--- config.mk ---
export PLATFORM = sky130hd
export DESIGN_NAME = spike_arbiter
export DESIGN_NICKNAME = d
export VERILOG_FILES = /design/src/rtl/spike_pkg.sv /design/src/rtl/spike_arbiter_rr_arbiter.sv /design/src/rtl/spike_arbiter.sv
export SDC_FILE = /design/constraint.sdc
export NUM_CORES = 1
export LEC_CHECK = 0
export ABC_AREA = 1
export BUFFER_PORTS_ARGS = -buffer_cell sky130_fd_sc_hd__buf_2
export CORE_AREA = 5 5 141 143
export DETAILED_ROUTE_END_ITERATION = 8
export DIE_AREA = 0 0 146 148
export SETUP_SLACK_MARGIN = 0.15
export SYNTH_ARGS = -nofsm -noshare
export SYNTH_HDL_FRONTEND = slang
export SYNTH_SLANG_ARGS = --single-unit
--- constraint.sdc ---
create_clock -name clk -period 12.4 [get_ports clk]
set_input_delay 1.86 -clock clk [delete_from_list [all_inputs] [get_ports clk]]
set_output_delay 1.86 -clock clk [all_outputs]
set_load 0.02 [all_outputs]
--- src/rtl/spike_pkg.sv ---
// spike_pkg: shared types and default constants for the spike arbiter slice.
// Optional feature macro: SPIKE_TIMESTAMP_EN adds a timestamp field to
// spike_event_t (and a timestamp path in spike_arbiter).
// No ports (package).
package spike_pkg;

  localparam int N_NEURONS  = 16;
  localparam int TS_WIDTH   = 16;
  localparam int DROP_WIDTH = 8;
  localparam int ADDR_WIDTH = $clog2(N_NEURONS);

  // One emitted spike event at default sizing.
  typedef struct packed {
    logic [ADDR_WIDTH-1:0] addr;
`ifdef SPIKE_TIMESTAMP_EN
    logic [TS_WIDTH-1:0]   timestamp;
`endif
  } spike_event_t;

endpackage

--- src/rtl/spike_arbiter_rr_arbiter.sv ---
// rr_arbiter: purely combinational round-robin selector.
// Ports:
//   req       in  N_REQ  request vector
//   last_idx  in  IDX_W  index granted most recently
//   grant     out N_REQ  one-hot grant
//   grant_idx out IDX_W  index of the granted request
//   any_grant out 1      some request was granted
// The search begins one past last_idx and wraps N_REQ-1 -> 0.
module rr_arbiter #(
  parameter int N_REQ = 16,
  parameter int IDX_W = $clog2(N_REQ)
) (
  input  logic [N_REQ-1:0] req,
  input  logic [IDX_W-1:0] last_idx,
  output logic [N_REQ-1:0] grant,
  output logic [IDX_W-1:0] grant_idx,
  output logic             any_grant
);
  import spike_pkg::*;

  always_comb begin
    int idx;
    idx       = 0;
    grant     = '0;
    grant_idx = '0;
    any_grant = 1'b0;
    // off = N_REQ wraps back to last_idx itself, so it is checked last.
    for (int off = 1; off <= N_REQ; off++) begin
      idx = (int'(last_idx) + off) % N_REQ;
      if (!any_grant && req[idx[IDX_W-1:0]]) begin
        grant[idx[IDX_W-1:0]] = 1'b1;
        grant_idx             = idx[IDX_W-1:0];
        any_grant             = 1'b1;
      end
    end
  end

endmodule

--- src/rtl/spike_arbiter.sv ---
// spike_arbiter: collects one-cycle neuron spike pulses into per-neuron
// pending bits and serialises them onto a valid/ready event stream,
// choosing between pending neurons round-robin.
// Optional feature macro: SPIKE_TIMESTAMP_EN (free-running timestamp counter,
// per-neuron capture registers and the out_timestamp port).
// Ports:
//   clk            in  1           system clock
//   reset          in  1           asynchronous active-high reset
//   spike_in       in  N_NEURONS   spike pulses, bit i from neuron i
//   out_valid      out 1           event available
//   out_ready      in  1           consumer accepts event
//   out_addr       out ADDR_WIDTH  index of spiking neuron
//   out_timestamp  out TS_WIDTH    capture time (SPIKE_TIMESTAMP_EN only)
//   drop_count     out DROP_WIDTH  saturating count of lost spikes
//
// Output stage states:
//   state | meaning
//   EMPTY | no event held, out_valid=0
//   FULL  | event held in out_addr/out_timestamp, out_valid=1
module spike_arbiter #(
  parameter int N_NEURONS  = spike_pkg::N_NEURONS,
  parameter int ADDR_WIDTH = $clog2(N_NEURONS),
  parameter int TS_WIDTH   = spike_pkg::TS_WIDTH,
  parameter int DROP_WIDTH = spike_pkg::DROP_WIDTH
) (
  input  logic                  clk,
  input  logic                  reset,
  input  logic [N_NEURONS-1:0]  spike_in,
  output logic                  out_valid,
  input  logic                  out_ready,
  output logic [ADDR_WIDTH-1:0] out_addr,
`ifdef SPIKE_TIMESTAMP_EN
  output logic [TS_WIDTH-1:0]   out_timestamp,
`endif
  output logic [DROP_WIDTH-1:0] drop_count
);
  import spike_pkg::*;

  localparam int SUM_W = DROP_WIDTH + ADDR_WIDTH + 1;

  typedef enum logic {EMPTY = 1'b0, FULL = 1'b1} state_t;

  state_t                state;
  logic [N_NEURONS-1:0]  pending;
  logic [N_NEURONS-1:0]  grant;
  logic [N_NEURONS-1:0]  clear_vec;
  logic [N_NEURONS-1:0]  drop_vec;
  logic [ADDR_WIDTH-1:0] last_ptr;
  logic [ADDR_WIDTH-1:0] grant_idx;
  logic                  any_grant;
  logic                  take;
  logic                  fire;
  logic [SUM_W-1:0]      drop_sum;

  rr_arbiter #(
    .N_REQ (N_NEURONS),
    .IDX_W (ADDR_WIDTH)
  ) u_rr (
    .req       (pending),
    .last_idx  (last_ptr),
    .grant     (grant),
    .grant_idx (grant_idx),
    .any_grant (any_grant)
  );

  // The output slot can take a new event when empty or being drained.
  assign take      = (state == EMPTY) || out_ready;
  assign fire      = take && any_grant;
  assign clear_vec = fire ? grant : '0;
  // A spike on the edge its own pending bit is granted is a fresh event,
  // not a drop.
  assign drop_vec  = spike_in & pending & ~clear_vec;

  always_ff @(posedge clk or posedge reset) begin
    if (reset) begin
      pending <= '0;
    end else begin
      pending <= (pending & ~clear_vec) | spike_in;
    end
  end

  always_comb begin
    drop_sum = SUM_W'(drop_count);
    for (int i = 0; i < N_NEURONS; i++) begin
      drop_sum = drop_sum + SUM_W'(drop_vec[i]);
    end
  end

  always_ff @(posedge clk or posedge reset) begin
    if (reset) begin
      drop_count <= '0;
    end else if (drop_sum > SUM_W'({DROP_WIDTH{1'b1}})) begin
      drop_count <= '1;
    end else begin
      drop_count <= drop_sum[DROP_WIDTH-1:0];
    end
  end

`ifdef SPIKE_TIMESTAMP_EN
  logic [TS_WIDTH-1:0]  ts_cnt;
  logic [TS_WIDTH-1:0]  ts_reg [N_NEURONS];
  logic [N_NEURONS-1:0] accept_vec;

  assign accept_vec = spike_in & ~drop_vec;

  always_ff @(posedge clk or posedge reset) begin
    if (reset) begin
      ts_cnt <= '0;
      for (int i = 0; i < N_NEURONS; i++) ts_reg[i] <= '0;
    end else begin
      ts_cnt <= ts_cnt + TS_WIDTH'(1);
      for (int i = 0; i < N_NEURONS; i++) begin
        if (accept_vec[i]) ts_reg[i] <= ts_cnt;
      end
    end
  end
`endif

  always_ff @(posedge clk or posedge reset) begin
    if (reset) begin
      state     <= EMPTY;
      out_valid <= 1'b0;
      out_addr  <= '0;
      // Pointing at the last index makes the first search start at 0.
      last_ptr  <= ADDR_WIDTH'(N_NEURONS - 1);
`ifdef SPIKE_TIMESTAMP_EN
      out_timestamp <= '0;
`endif
    end else if (take) begin
      if (any_grant) begin
        state     <= FULL;
        out_valid <= 1'b1;
        out_addr  <= grant_idx;
        last_ptr  <= grant_idx;
`ifdef SPIKE_TIMESTAMP_EN
        out_timestamp <= ts_reg[grant_idx];
`endif
      end else begin
        state     <= EMPTY;
        out_valid <= 1'b0;
      end
    end
  end

endmodule

Word level (Yosys, flattened, before mapping)
Cells that the tools add are included.
{"block": "classes", "n_lt_le_gt_ge": 33, "bitwise": 21, "mux": 115, "addsub": 32, "reduce_logical": 49}
{"op": "16-bit two-way mux", "count": 17}
{"op": "16-bit bitwise OR", "count": 16}
{"op": "13-bit by 1-bit adder with 13-bit output", "count": 11}
{"op": "4-bit by 5-bit less-than comparator with 1-bit output, second input constant", "count": 16}
{"op": "1-bit binary-select mux with 4-bit select", "count": 16}
{"op": "1-bit demux with 4-bit select", "count": 16}
{"op": "4-bit by 1-bit >= comparator with 1-bit output, second input constant", "count": 16}
{"op": "4-bit two-way mux", "count": 16}
{"op": "1-bit two-way mux", "count": 49}
{"op": "16-bit bitwise AND", "count": 3}
{"op": "4-bit adder, second input constant", "count": 8}
{"op": "1-bit logical AND", "count": 32}
{"op": "4-bit by 3-bit adder with 4-bit output, second input constant", "count": 4}
{"op": "16-bit inverter", "count": 1}
{"op": "1-bit logical NOT", "count": 15}
{"op": "12-bit by 1-bit adder with 13-bit output", "count": 1}
{"op": "13-bit by 8-bit > comparator with 1-bit output, second input constant", "count": 1}
{"op": "11-bit by 1-bit adder with 12-bit output", "count": 1}
{"op": "10-bit by 1-bit adder with 11-bit output", "count": 1}
{"op": "9-bit by 1-bit adder with 10-bit output", "count": 1}
{"op": "8-bit by 1-bit adder with 9-bit output", "count": 1}
{"op": "4-bit by 1-bit adder with 4-bit output, second input constant", "count": 2}
{"op": "4-bit by 2-bit adder with 4-bit output, second input constant", "count": 2}
{"op": "8-bit two-way mux", "count": 1}
{"op": "other kinds (3)", "count": 3}
{"block": "totals", "elab_cells": 255, "input_bits": 19, "output_inout_bits": 13, "regBits": 33}

Longest topological paths before layout
Gate-level depths: netlist of the first run.
{"block": "depth", "ltp_word": 71, "ltp_mapped": 43, "mapped_depth_nobuf": 40}

Modules after synthesis
A second synthesis of the first run with hierarchy kept.
{"block": "hier_totals", "cells_unflattened": 1283, "hier_area_um2": 6909.1}
{"mod": "rr_arbiter", "seq_area_each_um2": 0.0, "area_each_um2": 4885.9, "cells_per_inst": 1043, "n_inst": 1}
{"mod": "spike_arbiter", "seq_area_each_um2": 830.8, "area_each_um2": 2023.2, "cells_per_inst": 240, "n_inst": 1}

Worst setup path after synthesis of the first run
OpenSTA, ideal clock, no wires.
{"block": "synth_path", "path_kind": "reg-to-reg", "startpoint": "register last_ptr[0]", "endpoint": "register drop_count[4]", "t_arrival_ns": 7.173, "setup_slack_ns": 5.144, "path_buffers": 4, "path_stages_with_launch": 42, "setup_ns": 0.083, "required_ns": 12.317, "synth_period_minus_slack_ns": 7.256, "path_cell_list": "dfstp_2 -> inv_2 -> buf_4 -> buf_6 -> ha_1 -> inv_1 -> buf_2 -> nand3_1 -> nand3_1 -> nand2_1 -> nand2_2 -> nand2_4 -> nor2_8 -> nand4_4 -> nor2_4 -> nand3_4 -> nor2_8 -> nand4_4 -> (+6 left out) -> buf_4 -> a21oi_1 -> fa_1 -> inv_1 -> fa_1 -> fa_1 -> inv_1 -> fa_1 -> fa_1 -> inv_1 -> fa_1 -> nor2_1 -> nor2_1 -> o21bai_1 -> nand2_1 -> a21oi_1 -> nand3_1 -> o21ai_0"}
{"block": "synth_via", "elab_chain_cells": 71, "word_cells_on_any_way": 227, "cone_classes": "32 x add/sub; 33 x order compare; 98 x mux; 17 x bitwise; 47 x reduce/logical"}
{"item": "start: declaration", "line": "spike_arbiter.sv:48", "source": "logic [ADDR_WIDTH-1:0] last_ptr;"}
{"item": "start signal: assignment", "line": "spike_arbiter.sv:125", "source": "last_ptr <= ADDR_WIDTH'(N_NEURONS - 1);"}
{"item": "start signal: assignment", "line": "spike_arbiter.sv:134", "source": "last_ptr <= grant_idx;"}
{"item": "parallel branches: the longest is 50 deep, another holds 4-bit by 5-bit less-than comparator with 1-bit output"}
{"item": "16-bit two-way mux (*)", "line": "spike_arbiter.sv:69", "source": "assign clear_vec = fire ? grant : '0;"}
{"item": "16-bit inverter (*)", "line": "spike_arbiter.sv:72", "source": "assign drop_vec = spike_in & pending & ~clear_vec;"}
{"item": "16-bit bitwise AND (*)", "line": "spike_arbiter.sv:72"}
{"item": "8-bit by 1-bit adder with 9-bit output", "line": "spike_arbiter.sv:85", "source": "drop_sum = drop_sum + SUM_W'(drop_vec[i]);"}
{"item": "9-bit by 1-bit adder with 10-bit output", "line": "spike_arbiter.sv:85"}
{"item": "10-bit by 1-bit adder with 11-bit output", "line": "spike_arbiter.sv:85"}
{"item": "11-bit by 1-bit adder with 12-bit output", "line": "spike_arbiter.sv:85"}
{"item": "12-bit by 1-bit adder with 13-bit output", "line": "spike_arbiter.sv:85"}
{"item": "13-bit by 1-bit adder with 13-bit output (10 in a row)", "line": "spike_arbiter.sv:85"}
{"item": "13-bit by 1-bit adder with 13-bit output (*)", "line": "spike_arbiter.sv:85"}
{"item": "13-bit by 8-bit > comparator with 1-bit output", "line": "spike_arbiter.sv:92", "source": "end else if (drop_sum > SUM_W'({DROP_WIDTH{1'b1}})) begin"}
{"item": "8-bit two-way mux (*)", "line": "spike_arbiter.sv:92"}
{"item": "end signal: assignment", "line": "spike_arbiter.sv:95", "source": "drop_count <= drop_sum[DROP_WIDTH-1:0];"}
{"item": "end: declaration", "line": "spike_arbiter.sv:35", "source": "output logic [DROP_WIDTH-1:0] drop_count"}
Every way passes the cells marked *. The select of a mux whose other input is x is not followed.
A chain may end at the register's enable or synchronous reset.

Worst setup path after layout of the first run
Same ends and word-level chain as after synthesis.

==> results.md, run 1 <==
* Antenna violations before repair at 0
* Proportion of synthesized area in mux cells at 0
* Clock Pin Slew Worst Setup and Hold Paths at approximately 0.060 ns
* DR vias at 8405
* Tmin final at 10.06 ns
* Post-DRT Antenna Nets at 0
* Final nets at 1279
* Core ar. at 18500 um^2
* Max-cap violations at 0
* Worst path slowest cell: dfstp_2
* Period Utilization, post-route at 0.811
* Yosys top cell area share at 0.181
* Port bufs at 31
* Post-CTS Hold Fix Bufs at 0
* Worst rel slew slack at 0.357
* Simple-gate share of the synthesized area at 0.601
* Register area at 831 um^2
* Post-synth top flop: dfrtp_1
* Cts bufs inserted at 5
* CTS sink count at 33
* HPWL after detailed placement at 21600 um
* Top cell type by total area after synthesis: nand2_1
* Syn Std Cell Area at 6660 um^2
* Final setup vio count at 0
* Total Wirelength at about 28000 um
* Clock latency on the worst-skew pair at 0.28 ns
* Post-synth EDFFs at 0
* Worst Hold Class: reg -> reg
* Pins Over Slew Limit at 0
* WP data required at 12.60 ns
* Status: finished, final reports clean
* Starting Density at 0.361
* Largest net degree at the start of global routing at 37
* Area occupied by multi-input gates at between 4000 and 5000 um^2
* Number of vias per cell at 5.76
* Die area at 21600 um^2
* Final cell count without fillers at 1460
* Startpoint Class: flop
* ANT cells at 0
* DR DRC count at 0
* Kind of critical path: reg -> reg
* Worst slew pin tran at between 0.9 and 1 ns
* Post-CTS sizing at 0
* DR pass1 iterations at 8
* Area contributors post-synth: nand2_1, nor2_1, nand3_1, dfrtp_1, nand4_1
* Register area share after synthesis at 0.125
* # fillers at 2071
* GPL Wtd Cong at 1.03
* Main combinational cell family by area after synthesis: simple AND/OR/NAND/NOR gates
* First-pass GRT wire length at around 44000 um
* RSZ-0062 raised after global routing: no
* Count leader, synth: nand2_1
* Post-Synth Adder-Cell Area at 0.0793
* Postcts setup bufs at 0
* Die W at 146 um
* Cell mode on critical path: fa_1
* Critical Path Sink Type: flop
* Placed Cells at 1452
* GRT Overall Usage at 0.257
* Initial DRC Count at 1460
* CTS tree: built
* Routed length per instance at 19.5 um
* Yosys warnings at 0
* Clk root buf: clkbuf_16
* I/O pin count at 32
* Crit path DAT at around 10 ns
* Max stage delay on crit path at 0.82 ns
* FP Rows at 50
* Die Ht at 148 um
* Commonest cells post-synth: nand2_1, nor2_1, nand3_1
* Worst-path fanout max at 34
* Final Hold Fails at 0
* Setup Total Neg Slack at 0 ns
* Seq cells post-synth at 33
* Post-synthesis instance total at 1235
* Cell variety after synth at between 40 and 50
* CTS HTree Levels at 2
* Total grt overflow at 0
* Clock Tree Buf Depth at 2
* Syn_area_per_cell at 5.39 um^2
* Fmax at 99.4 MHz
* Clock skew at 0.00632 ns
* Layout cells sized above 1 at 0.0775
* Vias in the first global route at 7474
* Net count after synthesis at 1289
* Area grow syn2layout at 5.81%
* Xor and xnor area share after synthesis at 0.00902
* Synth Area in Compound Gates at 0.0515
* FFs w/ async S/R, synth at 1.00
[sequential cells by signal, summed over array words and instances (netlist names)]
register    flops
pending        16
drop_count      8
last_ptr        4
out_addr        4
state           1
[per-layer routing]
layer | wire length [um] | vias to the layer above | track usage
met4 | 1170 | 0 | 0.103
met3 | 3550 | 94 | 0.0429
li1 | - | 3983 | -
met1 | 11600 | 3732 | 0.364
met2 | 12200 | 596 | 0.389
met5 | 0 | - | 0
[placed cells by master (no fill, tap or decap), types with 3 or more instances in the layout]
| cell type | netlist | final |
|---|---|---|
| nand2_1 | 321 | 321 |
| nor2_1 | 251 | 251 |
| nand3_1 | 183 | 183 |
| inv_1 | 142 | 142 |
| nand4_1 | 99 | 99 |
| a21oi_1 | 39 | 39 |
| buf_2 | 22 | 31 |
| dfrtp_1 | 29 | 29 |
| ha_1 | 23 | 23 |
| fa_1 | 12 | 12 |
| buf_4 | 7 | 12 |
| inv_2 | 9 | 9 |
| clkinv_1 | 7 | 7 |
| o21ai_0 | 8 | 6 |
| nand2_2 | 5 | 5 |
| clkbuf_16 | 0 | 5 |
| xor2_1 | 4 | 4 |
| nor2_4 | 4 | 4 |
| dfstp_2 | 4 | 4 |
| o21a_1 | 3 | 3 |
| o21ai_1 | 1 | 3 |
[path summary, 6_finish.rpt]
kind | from | cells after the start | slack, ns | endpoint
min in group asynchronous | reset | 3 | 1.66 | state
hold / removal | out_addr[3] | 2 | 0.49 | out_addr[3]
setup / recovery | last_ptr[0] | 39 | 2.34 | drop_count[4]
max in group asynchronous | reset | 3 | 10.41 | last_ptr[0]
hold reg to reg | out_addr[3] | 2 | 0.49 | out_addr[3]
setup reg to reg | last_ptr[0] | 39 | 2.34 | drop_count[4]
[through the flow]
| stage | setup slack, ns | cell area, um^2 | util | hold slack, ns |
|---|---|---|---|---|
| 6_report | 2.34 | 7040 | 0.382 | 0.485 |
| 5_1_grt | 1.48 | 7040 | 0.382 | 0.514 |
| 4_1_cts | 2.46 | 7040 | 0.382 | 0.483 |
| 3_5_place_dp | 2.44 | 6900 | 0.374 | 0.471 |
| 3_3_place_gp | 2.69 | 6900 | 0.374 | 0.480 |
| 2_1_floorplan | 5.14 | 6660 | - | 0.483 |
[kinds of logic after synthesis]
logic type	count (synthesis)
buffers and inverters	219
XOR/XNOR	6
adder cells (fa/ha/maj)	35
flip-flops	33
AND/OR/NAND/NOR	882
AO/OA/AOI/OAI	60
[critical path: cells and delay by family (launching register included)]
| kind | cells | cell delay, ns |
|---|---|---|
| AND/OR/NAND/NOR | 20 | 4.29 |
| adder cells (fa/ha/maj) | 7 | 3.14 |
| buffers and inverters | 9 | 1.13 |
| flip-flops | 1 | 0.82 |
| AO/OA/AOI/OAI | 3 | 0.52 |
[layout make-up]
type	count	share of cell area
inverters	159	0.0851
clock inverters	3	0.00249
flip-flops and latches	33	0.118
repair buffers	43	0.0348
well taps	234	0.0416
multi-input cells	983	0.700
clock buffers	5	0.0178
Power of run 1 is not shown: default switching activity piles up to over one toggle a cycle in this logic, so the estimate is an artifact.
==> run 2, diff against run 1 <==
==> constraint.sdc (replaced) <==
create_clock -name clk -period 9.42 [get_ports clk]
set_input_delay 1.413 -clock clk [delete_from_list [all_inputs] [get_ports clk]]
set_output_delay 1.413 -clock clk [all_outputs]
set_load 0.02 [all_outputs]
==> run 2 against run 1 <==
Against the previous run:
- routed wire length decreased by 9.2%
- hold slack worse by 0.0030 ns
- non-clock buffer count rose by 16
- via count down 3.9%
- first-iteration DRC count shrank 26%
- cell count increased by 1.2%
- utilization rose by 0.75 points
- worst setup slack got worse by 1.5 ns
- die area is the same
- register-to-register slack got worse by 1.5 ns
- critical path depth up 2
- maximum frequency is 17% higher
- highest routed layer unchanged
==> results.md, run 2 (same netlist as run 1, synthesis figures left out) <==
* Commonest non-fill, non-tap cells in the layout: nand2_1, nor2_1, nand3_1, inv_1, nand4_1
* Setup Total Neg Slack at 0 ns
* Number of vias per cell at 5.47
* Starting Density at 0.361
* RSZ-0062 raised after global routing: no
* Final Hold Fails at 0
* Worst slew pin tran at 0.904 ns
* Hold_ws at slightly below 0.5 ns
* Max reg flops at 16
* I/O pin count at 32
* Clock latency on the worst-skew pair at 0.28 ns
* Vias in the first global route at 7192
* DR pass1 iterations at 8
* CTS sink count at 33
* Max stage delay on crit path at 0.56 ns
* Fmax at 117 MHz
* Post-CTS Hold Fix Bufs at 0
* CTS tree: built
* GRT Overall Usage at 0.232
* Cell mode on critical path: nand2_1
* Die area at between 20000 and 25000 um^2
* Startpoint Class: flop
* Tmin final at 8.58 ns
* Clock Tree Buf Depth at 2
* Worst path slowest cell: fa_1
* Total Wirelength at 25900 um
* CTS HTree Levels at 2
* Worst Slack Setup Final at 0.842 ns
* Initial DRC Count at 1074
* Critical Path Sink Type: flop
* Delay-heaviest family, CP: simple AND/OR/NAND/NOR gates
* Worst-path fanout max at 27
* Biggest register: pending
* Worst Hold Class: reg -> reg
* Clock Pin Slew Worst Setup and Hold Paths at 0.06 ns
* Final nets at 1296
* DR DRC count at 0
* Largest net degree at the start of global routing at 37
* Worst slack at placement at 0.468 ns
* Layout cells sized above 1 at 0.0917
* Commonest non-fill, non-tap cell in the layout: nand2_1
* Crit path DAT at 8.78 ns
* Period Utilization, post-route at 0.911
* First-pass GRT wire length at 40100 um
* Critical path buffer and inverter count at 9
* Cts bufs inserted at 5
* HPWL after detailed placement at 20800 um
* Die W at between 100 and 150 um
* Die Ht at 148 um
* Total grt overflow at 0
* Worst rel slew slack at 0.398
* DR vias at 8080
* Pins Over Slew Limit at 0
* Clk root buf: clkbuf_16
* Post-DRT Antenna Nets at 0
* WP data required at 9.62 ns
* Max-cap violations at 0
* ANT cells at 0
* Core ar. at 18500 um^2
* Area grow syn2layout at 7.88%
* Antenna violations before repair at 0
* Largest regs: pending (16), drop_count (8)
* Routed length per instance at 17.5 um
* Final setup vio count at 0
* GPL Wtd Cong at around 1.1
* Port bufs at 31
* FP Rows at 50
* Clock skew at 0.00736 ns
* Status: finished, final reports clean
* Kind of critical path: reg -> reg
## run 2: changes by cell type in the layout (fill, tap and decap cells not counted), sizes merged
cell  change
nor2      +1
buf      +16
## run 2: path summary, 6_finish.rpt
check	start	end	slack, ns	depth (start not counted)
max in group asynchronous	reset	last_ptr[2]	7.88	3
worst min register to register	out_addr[0]	out_addr[0]	0.48	2
worst max register to register	last_ptr[0]	drop_count[4]	0.84	41
min in group asynchronous	reset	state	1.21	3
worst max-delay path	last_ptr[0]	drop_count[4]	0.84	41
worst min-delay path	out_addr[0]	out_addr[0]	0.48	2
## run 2: layout make-up
class	instances	area, um^2
Fill cell	2033	11300
Multi-Input combinational cell	984	4940
Sequential cell	33	835
Inverter	159	599
Timing Repair Buffer	59	365
Tap cell	234	293
Clock buffer	5	125
Clock inverter	3	17.5
## run 2: tightest hold or removal path, cell delays in order (launching register included)
cell and delay (ns):
dfrtp_1 0.34, nand2_1 0.05, nand2_1 0.06
## run 2: what timing repair did
item                                    in CTS  in global routing
endpoints found under the setup margin       0                  8
gates resized for setup                      0                  3
buffers inserted                             0                  0
## run 2: per-stage QoR
stage               area (um^2)  utilization  cells
global route               7180        0.389   1477
floorplan                  6660            -   1235
global placement           7020        0.380   1468
detailed placement         7020        0.380   1468
CTS                        7160        0.388   1476
finish                     7180        0.389   1477
## run 2: per-layer routing
layer,track usage,up-vias,wire length (um)
met5,0,-,0
met4,0.0880,0,1190
met3,0.0481,79,2730
met2,0.370,459,11200
met1,0.310,3528,10800
li1,-,4014,-
Power of run 2 is left out for the same reason.
